File: src/rtl/voice_mixer.sv
// Frame-rate voice mixer: snapshots the generator bank once per audio frame, sums
// the enabled voices serially, scales by a volume shift, saturates and hands off.
module voice_mixer #(
    parameter int NUM_VOICES = 8,
    parameter int SAMPLE_DIV = 1042
) (
    input  logic                         clock,
    input  logic                         reset,
    input  logic [32*NUM_VOICES-1:0]     voice_in,
    input  logic [NUM_VOICES-1:0]        voice_en,
    input  logic [2:0]                   volume,
    input  logic                         audio_out_allowed,
    output logic signed [31:0]           left_channel_audio_out,
    output logic signed [31:0]           right_channel_audio_out,
    output logic                         write_audio_out,
    output logic                         clear_audio_out_memory,
    output logic [15:0]                  overrun_count,
    output logic                         busy
);

    localparam int AW = 32 + $clog2(NUM_VOICES);
    localparam int IW = (NUM_VOICES > 1) ? $clog2(NUM_VOICES) : 1;
    localparam int CW = (SAMPLE_DIV > 1) ? $clog2(SAMPLE_DIV) : 1;

    typedef enum logic [2:0] {IDLE, ACCUM, SCALE, WAIT, WRITE} state_t;

    state_t                     state, state_d;
    logic [CW-1:0]              cnt;
    logic                       tick;
    logic [32*NUM_VOICES-1:0]   snap_voice;
    logic [NUM_VOICES-1:0]      snap_en;
    logic [2:0]                 snap_vol;
    logic [IW-1:0]              idx;
    logic signed [AW-1:0]       acc;
    logic signed [31:0]         cur_voice;
    logic signed [AW-1:0]       cur_term;
    logic signed [AW-1:0]       scaled;
    logic                       en_any;

    // Anything whose bits above 30 are not all copies of the sign is out of range.
    function automatic logic signed [31:0] sat32(input logic signed [AW-1:0] s);
        logic [AW-32:0] top;
        top = s[AW-1:31];
        if ((&top) || !(|top))
            return s[31:0];
        else if (s[AW-1])
            return 32'sh8000_0000;
        else
            return 32'sh7FFF_FFFF;
    endfunction

    assign tick = (cnt == CW'(SAMPLE_DIV - 1));
    assign busy = (state != IDLE);

    always_comb begin
        cur_voice = snap_voice[idx*32 +: 32];
        cur_term  = '0;
        if (snap_en[idx])
            cur_term = cur_voice;
        scaled = acc >>> snap_vol;
    end

    always_comb begin
        state_d = state;
        case (state)
            IDLE:    if (tick) state_d = ACCUM;
            ACCUM:   if (idx == IW'(NUM_VOICES - 1)) state_d = SCALE;
            SCALE:   state_d = WAIT;
            WAIT:    if (audio_out_allowed) state_d = WRITE;
            WRITE:   state_d = IDLE;
            default: state_d = IDLE;
        endcase
    end

    always_ff @(posedge clock) begin
        if (reset) begin
            state                   <= IDLE;
            cnt                     <= '0;
            snap_voice              <= '0;
            snap_en                 <= '0;
            snap_vol                <= '0;
            idx                     <= '0;
            acc                     <= '0;
            left_channel_audio_out  <= '0;
            right_channel_audio_out <= '0;
            write_audio_out         <= 1'b0;
            clear_audio_out_memory  <= 1'b0;
            en_any                  <= 1'b0;
            overrun_count           <= '0;
        end else begin
            state                  <= state_d;
            cnt                    <= tick ? '0 : cnt + CW'(1);
            write_audio_out        <= (state == WRITE);
            en_any                 <= |voice_en;
            clear_audio_out_memory <= en_any & ~(|voice_en);
            // Frames are never queued: a tick that finds the path busy is just counted.
            if (tick && (state != IDLE) && (overrun_count != 16'hFFFF))
                overrun_count <= overrun_count + 16'd1;
            case (state)
                IDLE: if (tick) begin
                    snap_voice <= voice_in;
                    snap_en    <= voice_en;
                    snap_vol   <= volume;
                    acc        <= '0;
                    idx        <= '0;
                end
                ACCUM: begin
                    acc <= acc + cur_term;
                    idx <= idx + IW'(1);
                end
                SCALE: begin
                    left_channel_audio_out  <= sat32(scaled);
                    right_channel_audio_out <= sat32(scaled);
                end
                default: ;
            endcase
        end
    end

endmodule

File: config.mk
export PLATFORM = sky130hd
export DESIGN_NAME = voice_mixer
export DESIGN_NICKNAME = d
export VERILOG_FILES = /design/src/rtl/voice_mixer.sv
export SDC_FILE = /design/constraint.sdc
export NUM_CORES = 1
export LEC_CHECK = 0
export CORE_ASPECT_RATIO = 2
export CORE_MARGIN = 3
export CORE_UTILIZATION = 52
export DETAILED_ROUTE_END_ITERATION = 10
export GPL_TIMING_DRIVEN = 0
export HOLD_SLACK_MARGIN = 0.1
export PLACE_DENSITY = 0.9
export SKIP_LAST_GASP = 1
export SLEW_MARGIN = 20
export SYNTH_ARGS = -nofsm -noshare
export SYNTH_HDL_FRONTEND = slang
export SYNTH_SLANG_ARGS = --single-unit
File: constraint.sdc
create_clock -name clock -period 5.1 [get_ports clock]
set_input_delay 1.02 -clock clock [delete_from_list [all_inputs] [get_ports clock]]
set_output_delay 1.02 -clock clock [all_outputs]
set_load 0.05 [all_outputs]
==> results.toml, run 1 <==
[routing]
drc = 0
routed_wl_um = 64360
vias = 17711
drtIter0Drc = 1321
ant_nets = 0
wire_per_inst_um = 21.92
firstDrtPassIters = 6
viasPerCell = 6.032

[floorplanning]
die_height_um = 268.1
dieArea_mm2 = 0.03675
die_w_um = 137.1
rows = 95
io_pins = 353
core_mm2 = 0.03376
start_util_pct = 52.92

[critical_path]
path_common_cell = "a2111oi_4"
critPathBufInv = 3
worstPathMaxFanout = 10
endpoint = "acc[34]$_SDFFE_PP0P_"
worstSetupPathType = "register to register"
crit_required_ns = 5.58
end_kind = "register"
r2r_end = "acc[34]$_SDFFE_PP0P_"
crit_path_max_incr_delay_ns = 0.56
path_cells = "buf_2 > clkbuf_4 > buf_4 > mux4_2 > mux2i_1 > nor2_1 > ha_1 > fa_1 > a211oi_2 > o21a_2 > a2111oi_4 > nor4_4 > a21oi_4 > a2111oi_4 > xor2_1 > nor3_1 > a211o_1"
r2r_slack_ns = 0.19
timing.rr.start = "idx[0]$_SDFFE_PP0P_"
crit_cells = 17
crit_family = "compound AO/OA/AOI/OAI gates"
startpoint_type = "register"
reg2regPathDepth = 17
setup.worst_path.start = "idx[0]$_SDFFE_PP0P_"
cp.arrival_ns = 5.40
critical_path.slowest_cell = "mux4_2"

[place]
dpl_cell_area_mm2 = 0.02194
place.gp.congestion = 0.9853
placed_cells = 2878
dpl.hpwl_um = 51460
numPortBuffers = 352

[synth]
yosysTopAreaCell = "dfxtp_1"
synth-simple-area-share_pct = 19.34
synth-async-reset-ratio_pct = 0
yosys.cell_types.count = 54
synth_most_common_cell = "nand2_1"
synth_top_cell_area_share_pct = 41.46
synth_ff_type = "dfxtp_1"
synth_area_per_cell_um2 = 8.548
synth_top_family_by_area = "simple AND/OR/NAND/NOR gates"
synth_xor_area_share_pct = 2.255
synth-seq-area-share_pct = 41.46
ys_ff_latch = 370
synth-adder-area-share_pct = 2.844
synth_warnings = 0
synthTopCellsByArea = "dfxtp_1, nand2_1, mux4_2, a21oi_1, clkbuf_1"
synth-edff-count = 0
syn_area_mm2 = 0.01786
synth_nets = 2400
ys_top_cells_by_count = "nand2_1, dfxtp_1, a21oi_1, clkbuf_1, nor2_1"
syn_inst = 2090
synth_compound_area_share_pct = 14.70
synth_mux_area_share_pct = 14.49

[timing]
max_freq_mhz = 203.6
slew_violations = 0
fin_tns_setup_ns = 0
fin_crit_ns = 4.911
finalCritPeriodShare_pct = 96.30
hold_ws_ns = 0.4541
setup_viol = 0
worstMarginPinSlew_ns = 1.051
slew_headroom_pct = 29.67
final_hold_viol_count = 0
skew_ns = 0.02602
rsz0062_at_grt = "false"

[clock_network]
cts_tree = "done"
cts_buffers = 31
cts_setup_buffers = 0
clock_latency_ns = 0.60
cts_root_buf = "clkbuf_16"
postCtsHoldBufs = 0
clock_path_buffers = 3
clock_sinks = 370
clkTransAtPathRegs_ns = 0.07
htree_levels = 1

[finish]
fin_cells = 2936
fin_nets = 2785
area_growth_pct = 28.67
area.sequential_mm2 = 0.007407
multi_input_area_mm2 = 0.009595
nFillCells = 2604
fin_area_mm2 = 0.02299
drive_gt1_share_pct = 8.133

[global_route]
grt_overflow = 0
antenna_found_initial = 3
grt_pass1_vias = 18159
grt_pass1_wl_um = 95190
grt_util_all_layers_pct = 33.80
grt_max_degree = 16

[power]
totalPowerFinal_mw = 5.699
ir_drop_v = 0.0002553
powerDensity_mw_per_mm2 = 247.9
p_leak_nw = 7.777

[run]
cap_violations = 0

[worst_hold_path]
hp-class = "register to register"

[outcome]
status = "completed"
cells in the final DEF, fill, tap and decap left out, types with 26 or more instances in the layout:
cell type,instances
a21oi_1,330
a221oi_1,30
buf_4,33
clkbuf_1,142
clkbuf_16,31
clkdlybuf4s50_1,352
dfxtp_1,370
ha_1,39
mux2i_1,36
mux4_2,98
nand2_1,599
nand3_1,27
nor2_1,107
nor3_1,40
o21ai_0,39
xor2_1,26
kinds of logic (layout without fill, tap and decap cells):
group / after synthesis / after routing
DFF: 370 / 370
and+or+nand+nor: 839 / 839
buffers and inverters: 198 / 604
other: 0 / 4
muxes: 136 / 136
xor gates and xnor gates: 46 / 46
AOI/OAI and AO/OA: 461 / 461
adders and majority gates: 40 / 40
per-stage QoR:
stage          util, %  setup WS [ns]
2_1_floorplan        -         0.6373
3_3_place_gp     64.97        -0.2429
3_5_place_dp     64.99        -0.3330
4_1_cts          68.04        0.04289
5_1_grt          68.09        0.01917
6_report         68.09         0.1887
power breakdown:
part / total [mW] / internal [mW] / switching [mW]
registers: 2.89 / 2.89 / 0.00252
logic: 0.328 / 0.193 / 0.135
clock network: 2.48 / 1.37 / 1.10
flip-flops by register name, summed over array words and instances, names as in the netlist, 3 cells and up:
register and count:
state 3, overrun_count 16, idx 3, snap_voice 256, acc 35, cnt 11, right_channel_audio_out 32, snap_en 8
snap_vol 3
metal layers:
metal  vias up  track usage, %  routed length [um]
li1       8000               -                   -
met1      8266           32.43               19680
met2      1092           62.32               33990
met3       353           4.421                4708
met4         0           27.97                5978
met5         -               0                   0
worst min-delay path by stage:
stage	start	to	slack (ns)	cells past startpoint
finish	snap_voice[217]$_SDFFE_PP0P_	snap_voice[217]$_SDFFE_PP0P_	0.45	2
global route	snap_voice[202]$_SDFFE_PP0P_	snap_voice[202]$_SDFFE_PP0P_	0.47	2
CTS	snap_voice[217]$_SDFFE_PP0P_	snap_voice[217]$_SDFFE_PP0P_	0.45	2
detailed placement	snap_voice[89]$_SDFFE_PP0P_	snap_voice[89]$_SDFFE_PP0P_	0.44	2
global placement	snap_voice[223]$_SDFFE_PP0P_	snap_voice[223]$_SDFFE_PP0P_	0.44	2
floorplan	snap_en[2]$_SDFFE_PP0P_	snap_en[2]$_SDFFE_PP0P_	0.43	2
cell type report:
class                      count  share of cell area, %
tap                          436                  2.373
timing repair buffer         352                  15.33
clock buffer                  43                  3.745
multi-input combinational   1522                  41.74
clock inverter                11                 0.6913
antenna                        4                0.04354
sequential                   370                  32.22
inverter                      11                 0.1796
buffer                       187                  3.674
timing repair:
action / 4_1_cts / 5_1_grt
cloned: 0 / 0
setup endpoints to repair: 4 / 4
endpoints found under the hold margin: 0 / 0
resized for setup: 5 / 4
worst reg2reg max path: cells and delay by family (launching register included):
family,cells,cell delay (ns)
compound gates,6,1.44
xor+xnor,1,0.23
fa+ha+maj,2,0.71
buf+inv,3,0.80
flops,1,0.34
mux,2,0.72
simple gates,3,0.58
Power figures use the tool's default switching activity.
==> inputs of run 2 (changes only) <==
Settings changed: CELL_PAD_IN_SITES_DETAIL_PLACEMENT set to 1, CELL_PAD_IN_SITES_GLOBAL_PLACEMENT set to 2, CORE_UTILIZATION 52 to 31, PLACE_DENSITY 0.9 to 0.91, TNS_END_PERCENT set to 30.
Clock period 5.1 ns to 4.8 ns, I/O delays scaled along.
==> run 2 against run 1 <==
Compared with the run above:
- global-route usage shrank 9.6 points
- sequential cell count is the same
- via count shrank 3.3%
- die area grew 65%
- register-to-register slack lost 0.08 ns
- hold slack is essentially flat
- clock power grew 24%
- non-clock buffer count grew 3
- fmax grew 4.7%
- cell count grew 11%
- sequential power grew 6%
- largest cell class unchanged
==> results.toml, run 2 (synthesized netlist as in run 1, its figures left out) <==
[timing]
final_hold_viol_count = 0
skew_ns = 0.02507
finalCritPeriodShare_pct = 97.73
max_freq_mhz = 213.2
setup_viol = 0
worstMarginPinSlew_ns = 1.002
rsz0062_at_grt = "true"
slew_violations = 0
slew_headroom_pct = 33.07
fin_crit_ns = 4.691
fin_tns_setup_ns = 0

[clock_network]
postCtsHoldBufs = 0
clkTransAtPathRegs_ns = 0.07
clock_sinks = 370
cts_root_buf = "clkbuf_16"
htree_levels = 2
cts_tree = "done"
clock_path_buffers = 3
clock_latency_ns = 0.56
cts_buffers = 37

[floorplanning]
rows = 123
dieArea_mm2 = 0.06072
io_pins = 353
core_mm2 = 0.05663
start_util_pct = 31.54
die_w_um = 175.7
die_height_um = 345.5

[worst_hold_path]
hp-class = "register to register"

[finish]
fin_nets = 2794
drive_gt1_share_pct = 9.091
multi_input_area_mm2 = 0.009615
top_register = "snap_voice"
nFillCells = 6851
largest_reg_flops = 256
fin_cells = 3261
area_growth_pct = 32.54
layout_commonest_cell = "nand2_1"
area.sequential_mm2 = 0.007407
fin_area_mm2 = 0.02368
layout_common_cells = "nand2_1, dfxtp_1, clkdlybuf4s50_1"
largestRegisters = "snap_voice: 256 flops, acc: 35 flops, right_channel_audio_out: 32 flops"

[outcome]
status = "completed"

[critical_path]
critPathBufInv = 2
startpoint_type = "register"
critical_path.slowest_cell = "clkbuf_1"
crit_path_max_incr_delay_ns = 0.57
crit_family = "compound AO/OA/AOI/OAI gates"
cp.arrival_ns = 5.14
crit_required_ns = 5.24
end_kind = "register"
worstPathMaxFanout = 10
path_cells = "clkbuf_4 > clkbuf_1 > mux4_2 > mux2i_1 > nor2_1 > ha_1 > a21o_1 > o21bai_1 > a22o_1 > nor4_4 > a21oi_4 > a2111oi_4 > xor2_1 > nor3_1 > a211o_1"
worstSetupPathType = "register to register"

[global_route]
grt_pass1_wl_um = 112400
grt_util_all_layers_pct = 24.25
grt_max_degree = 15
grt_pass1_vias = 18888
antenna_found_initial = 3
grt_overflow = 0

[place]
dpl_cell_area_mm2 = 0.02233
numPortBuffers = 352
placed_cells = 3192
dpl.hpwl_um = 62040
place.gp.congestion = 0.9090

[power]
combPwrFrac_pct = 5.5
seqPwrFrac_pct = 47.3
ir_drop_v = 0.0001845
p_leak_nw = 7.934
clock_power_share_pct = 47.3
switching_share_pct = 22.41
powerDensity_mw_per_mm2 = 274.6
totalPowerFinal_mw = 6.501
internal-power_mw = 5.044
switchingPower_mw = 1.457

[routing]
vias = 17119
routed_wl_um = 75830
ant_nets = 0
wire_per_inst_um = 23.25
viasPerCell = 5.250
drtIter0Drc = 783
drc = 0
firstDrtPassIters = 7

[run]
cap_violations = 0
==> run 2: cell count changes in the layout (fill, tap and decap cells not counted), moves of 2 or more <==
cell	change
clkbuf_16	+8
clkbuf_2	+5
buf_4	+5
buf_1	-3
buf_2	-3
clkbuf_1	-7
clkbuf_4	+2
clkbuf_8	+4
==> run 2: routing by layer <==
metal / routed length (um) / global-route usage [%]
met5: 12 / 0
met4: 4002 / 11.65
met3: 3290 / 3.032
met2: 42140 / 47.93
met1: 26380 / 24.38
==> run 2: power by group through the flow <==
stage	combinational (mW)	clock (mW)	sequential, mW
after floorplan	0.0484	0	3.14
after CTS	0.355	3.13	3.07
after detailed placement	0.353	0	3.14
final	0.354	3.07	3.07
after global placement	0.354	0	3.14
after global routing	0.367	3.23	3.07
==> run 2: worst reg2reg max path: cells and delay by family, from the launching register on <==
| kind | cells | cell delay, ns |
|---|---|---|
| muxes | 2 | 0.64 |
| and+or+nand+nor | 3 | 0.50 |
| buffers and inverters | 2 | 0.92 |
| adders and majority gates | 1 | 0.36 |
| AOI/OAI and AO/OA | 6 | 1.45 |
| xor gates and xnor gates | 1 | 0.22 |
| DFF | 1 | 0.48 |
==> run 2: area by class of cell <==
cell class                 instances  area share (%)
multi-input combinational       1522           40.61
sequential                       370           31.28
timing repair buffer             355           14.98
clock buffer                      53           4.682
tap                              750           3.963
buffer                           187           3.720
clock inverter                    10          0.5601
inverter                          11          0.1744
antenna                            3         0.03171
==> run 2: timing repair <==
item	CTS	global route
buffers inserted	1	2
gates resized for setup	24	9
setup endpoints to repair	22	4
pin swaps	1	2
endpoints found under the hold margin	0	0
==> run 2: worst paths after layout <==
kind / startpoint / slack [ns] / end / cells past startpoint
min: snap_voice[102]$_SDFFE_PP0P_ / 0.45 / snap_voice[102]$_SDFFE_PP0P_ / 2
min reg2reg: snap_voice[102]$_SDFFE_PP0P_ / 0.45 / snap_voice[102]$_SDFFE_PP0P_ / 2
max reg2reg: idx[1]$_SDFFE_PP0P_ / 0.11 / acc[34]$_SDFFE_PP0P_ / 15
max: idx[1]$_SDFFE_PP0P_ / 0.11 / acc[34]$_SDFFE_PP0P_ / 15
==> run 2: per-stage QoR <==
stage	setup WS (ns)	utilization [%]	hold slack (ns)
2_1_floorplan	0.3373	-	0.4331
3_3_place_gp	-0.8195	39.42	0.4385
3_5_place_dp	-0.8818	39.44	0.4444
4_1_cts	0.009321	41.75	0.4533
5_1_grt	-0.1029	41.79	0.4715
6_report	0.1089	41.81	0.4540
